[config.mk]
export PLATFORM = sky130hd
export DESIGN_NAME = fifo_sync_param
export DESIGN_NICKNAME = d
export VERILOG_FILES = /design/src/rtl/fifo_sync_param.sv
export SDC_FILE = /design/constraint.sdc
export NUM_CORES = 1
export LEC_CHECK = 0
export ABC_CLOCK_PERIOD_IN_PS = 4650
export BUFFER_PORTS_ARGS = -buffer_cell sky130_fd_sc_hd__buf_2
export CORE_MARGIN = 2
export CORE_UTILIZATION = 35
export CTS_CLUSTER_DIAMETER = 150
export DETAILED_ROUTE_END_ITERATION = 12
export GPL_ROUTABILITY_DRIVEN = 0
export GPL_TIMING_DRIVEN = 0
export PLACE_DENSITY_LB_ADDON = 0.08
export REMOVE_ABC_BUFFERS = 1
export SYNTH_ARGS = -nofsm -noshare
export SYNTH_HDL_FRONTEND = slang
export SYNTH_SLANG_ARGS = --single-unit
[constraint.sdc]
create_clock -name clk -period 4.65 [get_ports clk]
set_input_delay 0.465 -clock clk [delete_from_list [all_inputs] [get_ports clk]]
set_output_delay 0.465 -clock clk [all_outputs]
set_load 0.01 [all_outputs]
[src/rtl/fifo_sync_param.sv]
// -----------------------------------------------------------------------------
// fifo_sync_param
//   Parametrised single-clock FIFO with occupancy count, almost-full /
//   almost-empty thresholds, one-cycle overflow/underflow pulses and an
//   optional first-word-fall-through read mode.
//
// Parameters
//   DATA_W     data width in bits
//   DEPTH      number of entries (power of two, >= 2)
//   AF_THRESH  almost_full  when count >= AF_THRESH (AF_THRESH <= DEPTH)
//   AE_THRESH  almost_empty when count <= AE_THRESH (AE_THRESH <  DEPTH)
//   FWFT       0: registered read, dout valid the cycle after rd_en
//              1: dout shows the head word combinationally while not empty
//
// Ports
//   clk           rising-edge clock
//   reset         synchronous reset, active-high
//   wr_en / din   write request and data
//   rd_en         read request (FWFT: pop the displayed word)
//   dout          read data
//   full, empty, almost_full, almost_empty   registered status flags
//   count         occupancy 0..DEPTH
//   overflow      1-cycle pulse: write attempted while full
//   underflow     1-cycle pulse: read attempted while empty
// -----------------------------------------------------------------------------
module fifo_sync_param #(
    parameter int DATA_W    = 8,
    parameter int DEPTH     = 16,
    parameter int AF_THRESH = DEPTH - 2,
    parameter int AE_THRESH = 2,
    parameter int FWFT      = 0
) (
    input  logic                      clk,
    input  logic                      reset,
    input  logic                      wr_en,
    input  logic [DATA_W-1:0]         din,
    input  logic                      rd_en,
    output logic [DATA_W-1:0]         dout,
    output logic                      full,
    output logic                      empty,
    output logic                      almost_full,
    output logic                      almost_empty,
    output logic [$clog2(DEPTH):0]    count,
    output logic                      overflow,
    output logic                      underflow
);

    localparam int AW = $clog2(DEPTH);
    localparam int CW = AW + 1;

    localparam logic [CW-1:0] DEPTH_C = CW'(DEPTH);
    localparam logic [CW-1:0] AF_C    = CW'(AF_THRESH);
    localparam logic [CW-1:0] AE_C    = CW'(AE_THRESH);

    // Storage: never reset, contents behind the pointers are simply stale.
    logic [DATA_W-1:0] mem [DEPTH];

    logic [AW-1:0] wr_ptr_q, wr_ptr_d;
    logic [AW-1:0] rd_ptr_q, rd_ptr_d;
    logic [CW-1:0] count_q,  count_d;
    logic          full_q,   full_d;
    logic          empty_q,  empty_d;
    logic          af_q,     af_d;
    logic          ae_q,     ae_d;
    logic          ovf_q,    ovf_d;
    logic          unf_q,    unf_d;

    logic          wr_acc;
    logic          rd_acc;

    // Acceptance is decided from the registered flags only, so a full FIFO
    // rejects a write even when a read frees a slot on the same edge, and
    // an empty FIFO rejects a read even when a write arrives on that edge.
    always_comb begin
        wr_acc   = wr_en && !full_q;
        rd_acc   = rd_en && !empty_q;

        wr_ptr_d = wr_acc ? wr_ptr_q + AW'(1) : wr_ptr_q;
        rd_ptr_d = rd_acc ? rd_ptr_q + AW'(1) : rd_ptr_q;

        count_d  = count_q;
        case ({wr_acc, rd_acc})
            2'b10:   count_d = count_q + CW'(1);
            2'b01:   count_d = count_q - CW'(1);
            default: count_d = count_q;
        endcase

        // Flags are derived from the next count and registered alongside it,
        // so they change on the same edge as the pointers and never glitch.
        full_d   = (count_d == DEPTH_C);
        empty_d  = (count_d == '0);
        af_d     = (count_d >= AF_C);
        ae_d     = (count_d <= AE_C);

        ovf_d    = wr_en && full_q;
        unf_d    = rd_en && empty_q;
    end

    always_ff @(posedge clk) begin
        if (reset) begin
            wr_ptr_q <= '0;
            rd_ptr_q <= '0;
            count_q  <= '0;
            full_q   <= 1'b0;
            empty_q  <= 1'b1;
            af_q     <= 1'b0;
            ae_q     <= 1'b1;
            ovf_q    <= 1'b0;
            unf_q    <= 1'b0;
        end else begin
            wr_ptr_q <= wr_ptr_d;
            rd_ptr_q <= rd_ptr_d;
            count_q  <= count_d;
            full_q   <= full_d;
            empty_q  <= empty_d;
            af_q     <= af_d;
            ae_q     <= ae_d;
            ovf_q    <= ovf_d;
            unf_q    <= unf_d;
        end
    end

    always_ff @(posedge clk) begin
        if (!reset && wr_acc) begin
            mem[wr_ptr_q] <= din;
        end
    end

    generate
        if (FWFT != 0) begin : g_fwft
            // Head word is visible as soon as empty drops; forced to zero
            // while empty so stale memory never leaks onto dout.
            assign dout = empty_q ? '0 : mem[rd_ptr_q];
        end else begin : g_std
            logic [DATA_W-1:0] dout_q, dout_d;

            // dout only moves on an accepted read; rejected reads hold it.
            always_comb begin
                dout_d = dout_q;
                if (rd_acc) begin
                    dout_d = mem[rd_ptr_q];
                end
            end

            always_ff @(posedge clk) begin
                if (reset) begin
                    dout_q <= '0;
                end else begin
                    dout_q <= dout_d;
                end
            end

            assign dout = dout_q;
        end
    endgenerate

    assign full         = full_q;
    assign empty        = empty_q;
    assign almost_full  = af_q;
    assign almost_empty = ae_q;
    assign count        = count_q;
    assign overflow     = ovf_q;
    assign underflow    = unf_q;

endmodule

Word level (Yosys, flattened, before mapping)
Memories as Yosys holds them, arrays and structs flattened. A register that Yosys moved wholly into a read port is not among the register bits.
Index checks and enable logic that the tools add are counted.
- muxes and demuxes: 3
- eq/ne operators: 3
- add/subtract/negate cells: 4
- $lt $le $gt $ge: 2
- reduce and logical (&&, ||, !) cells: 9
- operators by type and width (kind ; count):
    one-hot mux 5 bit (2 select lines) ; 1
    adder 4 x 1 -> 4 bit (second input constant) ; 2
    adder 5 x 1 -> 5 bit (second input constant) ; 1
    equality test 5 bit (second input constant) ; 1
    >= comparator 5 x 4 -> 1 bit (second input constant) ; 1
    less-or-equal comparator 5 x 2 -> 1 bit (second input constant) ; 1
    logical AND 1 bit ; 5
    zero test 5 bit ; 1
    subtractor 5 x 1 -> 5 bit (second input constant) ; 1
    zero test 1 bit ; 3
    equality test 2 x 1 -> 1 bit (second input constant) ; 1
    equality test 2 bit (second input constant) ; 1
    2-to-1 mux 1 bit ; 2
- logic and storage cells: 31
- bits in registers: 19
- input bits: 12
- memory bits (writable): 128
- memories: 1
- memories (name ; depth ; bits a word ; rd ports ; clocked after memory_dff ; wr ports ; line ; text):
    mem ; 16 ; 8 ; 1 ; 1 ; 1 ; 56 ; logic [DATA_W-1:0] mem [DEPTH];

Longest topological paths before layout
Gate-level depths: netlist of run 1.
- word-level depth: 5
- mapped depth: 12
- gate-level depth less buffers: 11

Worst setup path after synthesis of run 1
OpenSTA, ideal clock, no wires.
- path kind: input -> register
- from: input port wr_en
- to: register ae_q, in the netlist almost_empty
- path buffers: 1
- setup time: 0.116 ns
- data arrival time: 2.362 ns
- stages: 12
- setup slack: 2.172 ns
- required time: 4.534 ns
- cells stage by stage: nor2b_2 -> buf_6 -> inv_2 -> nand2_2 -> xnor2_1 -> ha_1 -> o21ai_0 -> a211oi_1 -> o32a_1 -> a2111oi_4 -> xnor2_1 -> a41o_1
- longest elaborated chain between the ends: 4
- elaborated cells between the ends (all ways): 5
- RTL lines (element ; line ; text):
    start: declaration ; 35 ; input logic wr_en,
    logical AND 1 bit * ; 75 ; wr_acc = wr_en && !full_q;
    equality test 2 x 1 -> 1 bit / equality test 2 bit (equally long branches) ; 82 ; case ({wr_acc, rd_acc})
    one-hot mux 5 bit (2 select lines) * ; 82 ;
    less-or-equal comparator 5 x 2 -> 1 bit * ; 93 ; ae_d = (count_d <= AE_C);
    end signal: assignment ; 107 ; ae_q <= 1'b1;
    end signal: assignment ; 117 ; ae_q <= ae_d;
    end: declaration ; 64 ; logic ae_q, ae_d;
Every way passes the cells marked *; elsewhere a longest branch is shown, timed or not.
A chain may end at the register's enable or synchronous reset.

Worst setup path after layout of run 1
- from: register empty_q, in the netlist empty
- to: register empty_q, in the netlist empty
- longest elaborated chain between the ends: 5
- elaborated cells between the ends (all ways): 6
- RTL lines (element ; line ; text):
    start: declaration ; 62 ; logic empty_q, empty_d;
    start signal: assignment ; 115 ; empty_q <= empty_d;
    zero test 1 bit * ; 76 ; rd_acc = rd_en && !empty_q;
    logical AND 1 bit * ; 76 ;
    equality test 2 x 1 -> 1 bit / equality test 2 bit (equally long branches) ; 82 ;
    one-hot mux 5 bit (2 select lines) * ; 82 ;
    zero test 5 bit * ; 91 ; empty_d = (count_d == '0);
Marks and branches as above.

==> summary.txt, run 1 <==
Run status
  – Status: completed

Routing
  – Initial DRC count: about 260
  – Pre-antenna DRT Iters: 4
  – WL per Instance: between 15 and 20 µm
  – DRC viols: 0
  – Post-route ant nets: 0
  – Vias: approximately 3000
  – Vias per inst: approximately 4.9
  – Drt total wl: around 12000 µm

Final layout
  – Fin util: between 40% and 50%
  – Fillers: about 1600
  – Final nets: 393
  – Antenna Cells: 0
  – Layout cell share with drive strength beyond 1: between 20% and 30%
  – Layout Area Growth over Synthesis: 16.16%

Place
  – PortBufs: 30
  – DP Wirelength: 7972 µm

Global routing
  – Largest net degree at the start of global routing: 32
  – Initial antenna violation count: 0
  – GRT Util Overall: about 14%
  – First-pass GRT wire length: between 15000 and 20000 µm
  – Vias in the first global route: between 3000 and 4000
  – GRT overflow: 0

Critical path
  – Max FO, Critical Path: 17
  – Worst R2R Setup Slack: 1.26 ns
  – Worst path slowest cell: clkinv_1
  – RR Endpoint: empty
  – Worst path required time: 5.00 ns
  – Crit start category: flop
  – Setup Crit Path Kind: reg2reg
  – Crit path top cell by count: xnor2_1
  – Cell count of the worst reg-to-reg path: 11
  – Max incr delay on CP: 0.57 ns
  – Crit path DAT: about 3.7 ns
  – Cell family with most CP delay: compound AO/OA/AOI/OAI gates
  – Worst Setup End Kind: flop
  – Reg-to-reg critical path startpoint: empty
  – Count of buffer and inverter cells on the critical path: 1
  – Cell Chain, Critical Path: nand2b_1 -> clkinv_1 -> nand2_2 -> xnor2_1 -> ha_1 -> o21ai_0 -> a211oi_1 -> o32a_1 -> a2111oi_4 -> xnor2_1 -> a41o_1

Logic synthesis
  – EDFF count, synth: ~130
  – Sequential area share after synthesis: a little under three quarters
  – Synth Cell Area: 6100 µm²
  – Synth Area in Simple Gates: approximately 5.7%
  – Largest family of logic cells by synthesized area: multiplexers
  – Synth top area share: a little over three fifths
  – Ys flop type: edfxtp_1
  – Cell taking the most area after synthesis: edfxtp_1
  – Post-synthesis register bit count: roughly 160
  – Synth area leaders: edfxtp_1 63%, mux4_2 15%, dfxtp_1 8.9%
  – Netlist cell types: 34
  – Async set-reset flop share out of synthesis: 0%
  – Synth warnings: 0
  – Post-synthesis mux area share: 14.95%
  – Most numerous cell in the Yosys netlist: edfxtp_1
  – Post-Syn Instances: around 340
  – Commonest cells in the netlist: 128 x edfxtp_1, 40 x mux4_2, 32 x nand2_1
  – Xor/xnor cell area share of the yosys netlist: 1.579%
  – Post-Synth Adder-Cell Area: under 10%
  – Mean post-synth cell area: around 18 µm²
  – Synth Area in Compound Gates: under 10%

STA
  – Hold violation count in the final report: 0
  – Fmax: approximately 300 MHz
  – Final period util: about 73%
  – Slew Limit Headroom: roughly 16%
  – Slew Viols, Final: 0
  – Worst slew pin tran: between 1 and 1.5 ns
  – Max Clock Skew: ~0.008 ns
  – RSZ-0062 raised after global routing: false
  – # setup viols final: 0
  – Min cycle time layout: ~3.4 ns
  – Setup TNS: 0 ns

Clock network
  – Clk Latency, worst-skew pair: 0.42 ns
  – Htree depth: 4
  – Clock sinks: between 150 and 200
  – Post-CTS setup buffer count: 0
  – Clock root cell: clkbuf_16
  – Hold bufs inserted after CTS: 0
  – Resized Gates After CTS: 0
  – CTS buffer count: 17
  – Clk buf depth: 2
  – Clock transition at the registers of the reported paths: 0.06 ns
  – CTS tree: done

Pwr
  – PD cells: roughly 480 nW/µm²
  – Switching share of power: 24.66%
  – Logic pwr share: 13.3%
  – Seq pwr share: a little under half
  – Switching power total: between 800 and 900 µW
  – LEAKAGE: around 0.0023 µW
  – Int Power: around 2600 µW
  – Clock share of power: around two fifths
  – Power Total: between 3000 and 4000 µW
  – Peak supply drop: between 0.0002 and 0.0003 V

Hold path
  – Hold Path Cell Cnt: 3
  – Min-Delay Endpoint: overflow
  – Hold Crit Start: wr_en
  – Min-delay worst type: in2reg

Die
  – Initial Utilization: 35.51%
  – Placement Rows: 48
  – Die width: around 140 µm
  – Die area: 18500 µm²
  – Core Footprint: roughly 17000 µm²
  – Die H: about 140 µm
  – Number of I/O pins: 31

Run
  – Maxcap violations: 0
layout make-up:
| cell class | instances | area (µm²) | area share (%) |
|---|---|---|---|
| well taps | 225 | 281.5 | 3.973 |
| multi-input cells | 163 | 1632 | 23.03 |
| clock buffers | 18 | 429.2 | 6.057 |
| flip-flops and latches | 155 | 4387 | 61.91 |
| clock inverters | 14 | 147.6 | 2.084 |
| inverters | 5 | 18.77 | 0.2649 |
| repair buffers | 32 | 190.2 | 2.684 |
worst max path at each step:
stage	slack, ns	from	cells after the start	end
after floorplan	1.78	rd_en	11	almost_empty
after global placement	0.93	rd_ptr_q[0]	4	dout[2]
after detailed placement	1.02	rd_en	12	empty
after CTS	1.17	empty	11	empty
after global routing	0.90	empty	11	empty
final	1.26	empty	11	empty
flip-flops by register name (all words and copies together), names as in the netlist:
name / count
mem: 128
dout: 8
count: 5
rd_ptr_q: 4
wr_ptr_q: 4
almost_empty: 1
almost_full: 1
empty: 1
full: 1
overflow: 1
underflow: 1
logic make-up (layout without fill, tap and decap cells):
| kind of cell | Yosys count | in the layout |
|---|---|---|
| flip-flops | 155 | 155 |
| AND/OR/NAND/NOR | 79 | 79 |
| multiplexers | 41 | 41 |
| AO/OA/AOI/OAI | 25 | 25 |
| buffers and inverters | 23 | 69 |
| XOR/XNOR | 11 | 11 |
| adder cells (fa/ha/maj) | 7 | 7 |
worst register-to-register path, cell delays in order (launching register included):
cell and delay, ns:
dfxtp_1 0.35, nand2b_1 0.45, clkinv_1 0.57, nand2_2 0.29, xnor2_1 0.15, ha_1 0.22, o21ai_0 0.09, a211oi_1 0.24
o32a_1 0.24, a2111oi_4 0.06, xnor2_1 0.40, a41o_1 0.27
power groups by stage:
stage                     combinational (µW)  clock, µW  sequential [µW]
after CTS                                462       1390             1610
after detailed placement                 460          0             1640
after floorplan                          278          0             1660
after global routing                     499       1440             1610
final                                    452       1350             1600
after global placement                   411          0             1670
stage by stage:
| stage | instances | hold slack [ns] | instance area, µm² | setup WS, ns |
|---|---|---|---|---|
| floorplan | 323 | 0.4676 | 6020 | 1.778 |
| global placement | 578 | 0.4384 | 6451 | 0.9321 |
| detailed placement | 580 | 0.4460 | 6494 | 1.017 |
| CTS | 612 | 0.2418 | 7071 | 1.173 |
| global route | 612 | 0.2587 | 7086 | 0.8974 |
| finish | 612 | 0.2670 | 7086 | 1.262 |
routing by layer:
metal	part of all wire, %	GRT usage, %	vias to the layer above
met1	48	18.72	1550
met2	48	21.52	43
met5	0	0	-
met3	2.7	3.318	13
li1	-	-	1392
met4	1.4	5.729	0
placed cells by master (no fill, tap or decap), types with 2 or more instances in the layout:
| master | Yosys | layout |
|---|---|---|
| xnor2_1 | 7 | 7 |
| clkinv_4 | 0 | 5 |
| xor2_1 | 4 | 4 |
| buf_12 | 0 | 2 |
| ha_1 | 7 | 7 |
| nand2_1 | 32 | 32 |
| clkinv_2 | 0 | 3 |
| clkinv_1 | 1 | 2 |
| edfxtp_1 | 128 | 128 |
| nand4_1 | 2 | 2 |
| nor2b_1 | 2 | 2 |
| a21boi_0 | 2 | 2 |
| a21oi_1 | 12 | 12 |
| a41o_1 | 2 | 2 |
| nor2_1 | 28 | 28 |
| bufinv_16 | 0 | 2 |
| dfxtp_1 | 27 | 25 |
| o21ai_0 | 3 | 3 |
| buf_2 | 4 | 30 |
| nor3_2 | 0 | 3 |
| dfxtp_2 | 0 | 2 |
| inv_1 | 3 | 3 |
| nor3_1 | 7 | 4 |
| nand2b_1 | 4 | 4 |
| clkbuf_16 | 0 | 17 |
| mux4_2 | 40 | 40 |
| inv_6 | 0 | 2 |
No activity file was read; power rests on OpenSTA's default activity.
==> run 2, diff against run 1 <==
- ABC_CLOCK_PERIOD_IN_PS: 4650 -> 3340
- clock period: 4.65 -> 3.34 ns (I/O delays scaled with it)
==> summary.txt, run 2 (same netlist as run 1, synthesis figures left out) <==
Routing
  – Vias: 3001 (+0.10%)
  – Pre-antenna DRT Iters: 4 (unchanged)
  – DRC viols: 0 (unchanged)
  – Vias per inst: 4.904 (+0.10%)
  – Initial DRC count: 270 (+2.3%)
  – Post-route ant nets: 0 (unchanged)
  – Drt total wl: 11630 µm (about the same)
  – WL per Instance: 19.01 µm (about the same)

Pwr
  – LEAKAGE: 0.002268 µW (+0.18%)
  – Power Total: 4738 µW (+39%)
  – PD cells: 668.4 nW/µm² (+39%)
  – Peak supply drop: 0.0003498 V (+39%)

Final layout
  – Final nets: 393 (unchanged)
  – Antenna Cells: 0 (unchanged)
  – Layout cell share with drive strength beyond 1: 29.72% (+0.52 points)
  – Reg with most FFs: mem
  – Finished Cell Area: 7089 µm² (about the same)
  – Max reg flops: 128 (unchanged)
  – Commonest non-fill, non-tap cell in the layout: edfxtp_1
  – Most frequent cells in the layout: 128 x edfxtp_1, 40 x mux4_2, 32 x nand2_1
  – Layout Area Growth over Synthesis: 16.23% (about the same)

Die
  – Die width: 136.0 µm (unchanged)
  – Number of I/O pins: 31 (unchanged)
  – Core Footprint: 17180 µm² (unchanged)
  – Placement Rows: 48 (unchanged)
  – Die H: 136.0 µm (unchanged)
  – Initial Utilization: 35.51% (unchanged)
  – Die area: 18500 µm² (unchanged)

Clock network
  – CTS tree: done
  – Htree depth: 4 (unchanged)
  – CTS buffer count: 17 (unchanged)
  – Clk buf depth: 2 (unchanged)
  – Clock transition at the registers of the reported paths: 0.06 ns (about the same)
  – Post-CTS setup buffer count: 0 (unchanged)
  – Resized Gates After CTS: 1 (+1)
  – Hold bufs inserted after CTS: 0 (unchanged)
  – Clock sinks: 155 (unchanged)
  – Clk Latency, worst-skew pair: 0.42 ns (about the same)
  – Clock root cell: clkbuf_16

Place
  – DP Wirelength: 7972 µm (unchanged)
  – Dpl cell area: 6494 µm² (unchanged)
  – PortBufs: 30 (unchanged)
  – Pre-CTS setup slack: -0.1616 ns (-1.179 ns)

Critical path
  – Worst path slowest cell: xnor2_1
  – Crit start category: flop
  – Worst path required time: 3.69 ns (-1.31 ns)
  – RR Endpoint: empty
  – Worst R2R Setup Slack: 0.48 ns (-0.78 ns)
  – Reg-to-reg critical path startpoint: empty
  – Max incr delay on CP: 0.40 ns (-0.17 ns)
  – Cell count of the worst reg-to-reg path: 11 (unchanged)
  – Worst Setup End Kind: flop
  – Cell Chain, Critical Path: nand2b_2 -> clkinv_2 -> nand2_2 -> xnor2_1 -> ha_1 -> o21ai_0 -> a211oi_1 -> o32a_1 -> a2111oi_4 -> xnor2_1 -> a41o_1
  – Max FO, Critical Path: 17 (unchanged)
  – Crit path DAT: 3.22 ns (-0.52 ns)
  – Setup Crit Path Kind: reg2reg
  – Crit path top cell by count: xnor2_1

STA
  – Final period util: 85.72% (+13 points)
  – Setup TNS: 0 ns (unchanged)
  – Min cycle time layout: 2.863 ns (-0.5254 ns)
  – Fmax: 349.3 MHz (+18%)
  – RSZ-0062 raised after global routing: false
  – Slew Limit Headroom: 15.75% (unchanged)
  – Final WS setup: 0.4770 ns (-0.7846 ns)
  – Hold violation count in the final report: 0 (unchanged)
  – Max Clock Skew: 0.007776 ns (-0.00009781 ns)
  – Worst slew pin tran: 1.254 ns (unchanged)
  – # setup viols final: 0 (unchanged)
  – Slew Viols, Final: 0 (unchanged)

Global routing
  – First-pass GRT wire length: 18490 µm (unchanged)
  – Vias in the first global route: 3161 (unchanged)
  – GRT overflow: 0 (unchanged)
  – GRT Util Overall: 13.84% (unchanged)
  – Initial antenna violation count: 0 (unchanged)
  – Largest net degree at the start of global routing: 32 (unchanged)

Hold path
  – Hold Path Cell Cnt: 3 (unchanged)
  – Min-delay worst type: in2reg
  – Min-Delay Endpoint: overflow
  – Hold Crit Start: wr_en

Run status
  – Status: completed

Run
  – Maxcap violations: 0 (unchanged)
==> run 2: cell counts in the layout (fill, tap and decap cells not counted) <==
No cell type changed its count.
==> run 2: where the power goes <==
part / total, µW / internal, µW / switching (µW)
clock: 1880 / 1100 / 773
combinational: 631 / 314 / 317
sequential: 2230 / 2150 / 78.2
total: 4740 / 3570 / 1170
==> run 2: cell type report <==
| type | count | area [µm²] |
|---|---|---|
| clock inverters | 14 | 147.6 |
| flip-flops and latches | 155 | 4387 |
| clock buffers | 18 | 429.2 |
| multi-input cells | 163 | 1634 |
| repair buffers | 32 | 190.2 |
| well taps | 225 | 281.5 |
| inverters | 5 | 20.02 |
| fillers | 1594 | 10090 |
==> run 2: metal layers <==
| layer | routed length [µm] | global-route usage [%] |
|---|---|---|
| met1 | 5552 | 18.72 |
| met2 | 5603 | 21.52 |
| met3 | 313 | 3.318 |
| met4 | 163 | 5.729 |
| met5 | 0 | 0 |
==> run 2: critical path: cells and delay by family, from the launching register on <==
kind,cells,cell delay [ns]
compound gates,5,0.89
xor+xnor,2,0.54
simple gates,2,0.51
flops,1,0.34
buf+inv,1,0.29
fa+ha+maj,1,0.22
==> run 2: how the worst max path moves through the flow <==
stage | start | endpoint | slack [ns] | cells past startpoint
2_1_floorplan | rd_ptr_q[0] | dout[0] | 0.47 | 4
3_3_place_gp | rd_ptr_q[0] | dout[2] | -0.38 | 4
3_5_place_dp | rd_en | empty | -0.16 | 12
4_1_cts | empty | empty | 0.13 | 11
5_1_grt | empty | empty | 0.19 | 11
6_report | empty | empty | 0.48 | 11
==> run 2: through the flow <==
stage	std cells	util, %	hold WS [ns]
6_report	612	41.27	0.1359
5_1_grt	612	41.27	0.1277
3_3_place_gp	578	37.56	0.4384
2_1_floorplan	323	-	0.4031
3_5_place_dp	580	37.81	0.4460
4_1_cts	612	41.17	0.1108
==> run 3, diff against run 2 <==
- ABC_AREA: unset -> 1
==> summary.txt, run 3 <==
Routing
  – Vias: 4112 (+37%)
  – Pre-antenna DRT Iters: 4 (unchanged)
  – DRC viols: 0 (unchanged)
  – Drt total wl: 15740 µm (+35%)
  – Initial DRC count: 249 (-7.8%)
  – WL per Instance: 19.44 µm (+2.3%)
  – Post-route ant nets: 0 (unchanged)
  – Vias per inst: 5.077 (+3.5%)

Clock network
  – Clk buf depth: 2 (unchanged)
  – CTS tree: done
  – Htree depth: 4 (unchanged)
  – Resized Gates After CTS: 0 (-1)
  – Post-CTS setup buffer count: 0 (unchanged)
  – Clock transition at the registers of the reported paths: 0.06 ns (about the same)
  – CTS buffer count: 17 (unchanged)
  – Clk Latency, worst-skew pair: 0.42 ns (about the same)
  – Hold bufs inserted after CTS: 0 (unchanged)
  – Clock root cell: clkbuf_16
  – Clock sinks: 155 (unchanged)

Run status
  – Status: completed

Logic synthesis
  – Synth Cell Area: 6361 µm² (+4.3%)
  – Commonest cells in the netlist: 128 x edfxtp_1, 105 x nor2_1, 52 x o21ai_0
  – Mean post-synth cell area: 11.71 µm² (-35%)
  – Post-synthesis register bit count: 155 (unchanged)
  – Most numerous cell in the Yosys netlist: edfxtp_1
  – Post-Syn Instances: 543 (+59%)
  – Sequential area share after synthesis: 68.92% (-3.0 points)
  – Synth area leaders: edfxtp_1 60%, dfxtp_1 8.5%, nor2_1 6.2%
  – Cell taking the most area after synthesis: edfxtp_1
  – Ys flop type: edfxtp_1
  – Synth top area share: 60.42% (-2.6 points)
  – EDFF count, synth: 128 (unchanged)
  – Async set-reset flop share out of synthesis: 0% (unchanged)
  – Synth warnings: 0 (unchanged)
  – Netlist cell types: 30 (-12%)

STA
  – Min cycle time layout: 2.811 ns (-0.05190 ns)
  – Worst slew pin tran: 1.083 ns (-0.1714 ns)
  – Final period util: 84.16% (-1.6 points)
  – Max Clock Skew: 0.01020 ns (+0.002425 ns)
  – # setup viols final: 0 (unchanged)
  – Fmax: 355.7 MHz (+1.8%)
  – Slew Viols, Final: 0 (unchanged)
  – Hold violation count in the final report: 0 (unchanged)
  – RSZ-0062 raised after global routing: false
  – Slew Limit Headroom: 27.55% (+12 points)
  – Setup TNS: 0 ns (unchanged)
  – Final WS setup: 0.5289 ns (+0.05190 ns)

Critical path
  – Cell family with most CP delay: buffers and inverters
  – Worst path slowest cell: dfxtp_1
  – Setup Crit Path Kind: reg2reg
  – Worst path required time: 3.71 ns (+0.02 ns)
  – Count of buffer and inverter cells on the critical path: 2 (+1)
  – Cell Chain, Critical Path: clkinv_1 -> o221ai_1 -> nand3_1 -> o211ai_1 -> nand2_1 -> inv_1
  – Crit path DAT: 3.18 ns (-0.04 ns)
  – Max FO, Critical Path: 19 (+2)
  – Crit start category: flop
  – Worst Setup End Kind: flop
  – Max incr delay on CP: 0.97 ns (+0.57 ns)

Pwr
  – Switching power total: 1168 µW (about the same)
  – Seq pwr share: 46.8% (-0.3 points)
  – Int Power: 3559 µW (-0.30%)
  – LEAKAGE: 0.002571 µW (+13%)
  – Logic pwr share: 11.1% (-2.2 points)
  – Clock share of power: 42.0% (+2.4 points)
  – Switching share of power: 24.71% (+0.050 points)
  – Peak supply drop: 0.0003599 V (+2.9%)
  – PD cells: 646.3 nW/µm² (-3.3%)

Die
  – Die width: 138.8 µm (+2.1%)
  – Number of I/O pins: 31 (unchanged)
  – Die H: 138.8 µm (+2.1%)
  – Placement Rows: 49 (+2.1%)
  – Die area: 19270 µm² (+4.2%)
  – Initial Utilization: 35.53% (about the same)
  – Core Footprint: 17900 µm² (+4.2%)

Final layout
  – Commonest non-fill, non-tap cell in the layout: edfxtp_1
  – Layout cell share with drive strength beyond 1: 15.32% (-14 points)
  – Reg with most FFs: mem
  – Final cell count without fillers: 810 (+32%)
  – Most frequent cells in the layout: 128 x edfxtp_1, 105 x nor2_1, 52 x o21ai_0
  – Layout Area Growth over Synthesis: 14.99%
  – Antenna Cells: 0 (unchanged)
  – Max reg flops: 128 (unchanged)
  – Final nets: 587 (+49%)

Global routing
  – Largest net degree at the start of global routing: 66 (+110%)
  – Vias in the first global route: 4054 (+28%)
  – Initial antenna violation count: 0 (unchanged)
  – GRT Util Overall: 17.10% (+3.3 points)
  – GRT overflow: 0 (unchanged)
  – First-pass GRT wire length: 24460 µm (+32%)

Place
  – Placed cell count: 778 (+34%)
  – Pre-CTS setup slack: 0.4468 ns (+0.6084 ns)
  – DP Wirelength: 9152 µm (+15%)
  – PortBufs: 30 (unchanged)

Run
  – Maxcap violations: 0 (unchanged)

Hold path
  – Min-delay worst type: in2reg
==> run 3: layout make-up <==
| cell class | count | area [µm²] |
|---|---|---|
| inverter | 33 | 126.4 |
| fill | 1742 | 10590 |
| sequential | 155 | 4387 |
| clock inverter | 13 | 177.7 |
| tap | 229 | 286.5 |
| multi-input combinational | 327 | 1714 |
| clock buffer | 19 | 432.9 |
| timing repair buffer | 34 | 190.2 |
==> run 3: worst min-delay path: stages <==
cell and delay [ns]:
buf_2 0.11, nand2_1 0.05, nor2_1 0.03
==> run 3: final timing paths <==
path,from,end,slack [ns],cells after the start
worst max-delay path,rd_ptr_q[2],dout[7],0.53,6
worst min-delay path,rd_en,underflow,0.15,3
worst max register to register,rd_ptr_q[2],dout[7],0.53,6
worst min register to register,full,overflow,0.45,2
==> run 3: through the flow <==
stage	area [µm²]	hold WS [ns]	power (µW)	util (%)
6_report	7315	0.1519	4727	40.86
5_1_grt	7315	0.1471	4926	40.86
4_1_cts	7315	0.1346	4774	40.86
3_5_place_dp	6704	0.4431	2788	37.45
3_3_place_gp	6626	0.4433	2777	37.01
2_1_floorplan	6190	0.4023	2565	-
==> run 3: power by group through the flow <==
| stage | registers (µW) | clock network (µW) | logic, µW |
|---|---|---|---|
| global placement | 2280 | 0 | 502 |
| floorplan | 2260 | 0 | 305 |
| global route | 2220 | 2110 | 596 |
| detailed placement | 2260 | 0 | 531 |
| CTS | 2220 | 2030 | 532 |
| finish | 2210 | 1990 | 527 |
==> run 3: kinds of logic after synthesis <==
group                      synth area share, %
AOI/OAI and AO/OA                        11.27
buffers and inverters                    4.681
DFF                                      68.92
xor gates and xnor gates                0.1377
adders and majority gates                1.377
and+or+nand+nor                          13.61
==> run 3: routing by layer <==
metal	global-route usage [%]	part of all wire, %
met4	5.263	0.89
met3	3.349	3.9
met1	24.34	48
met5	0	0
met2	26.63	47
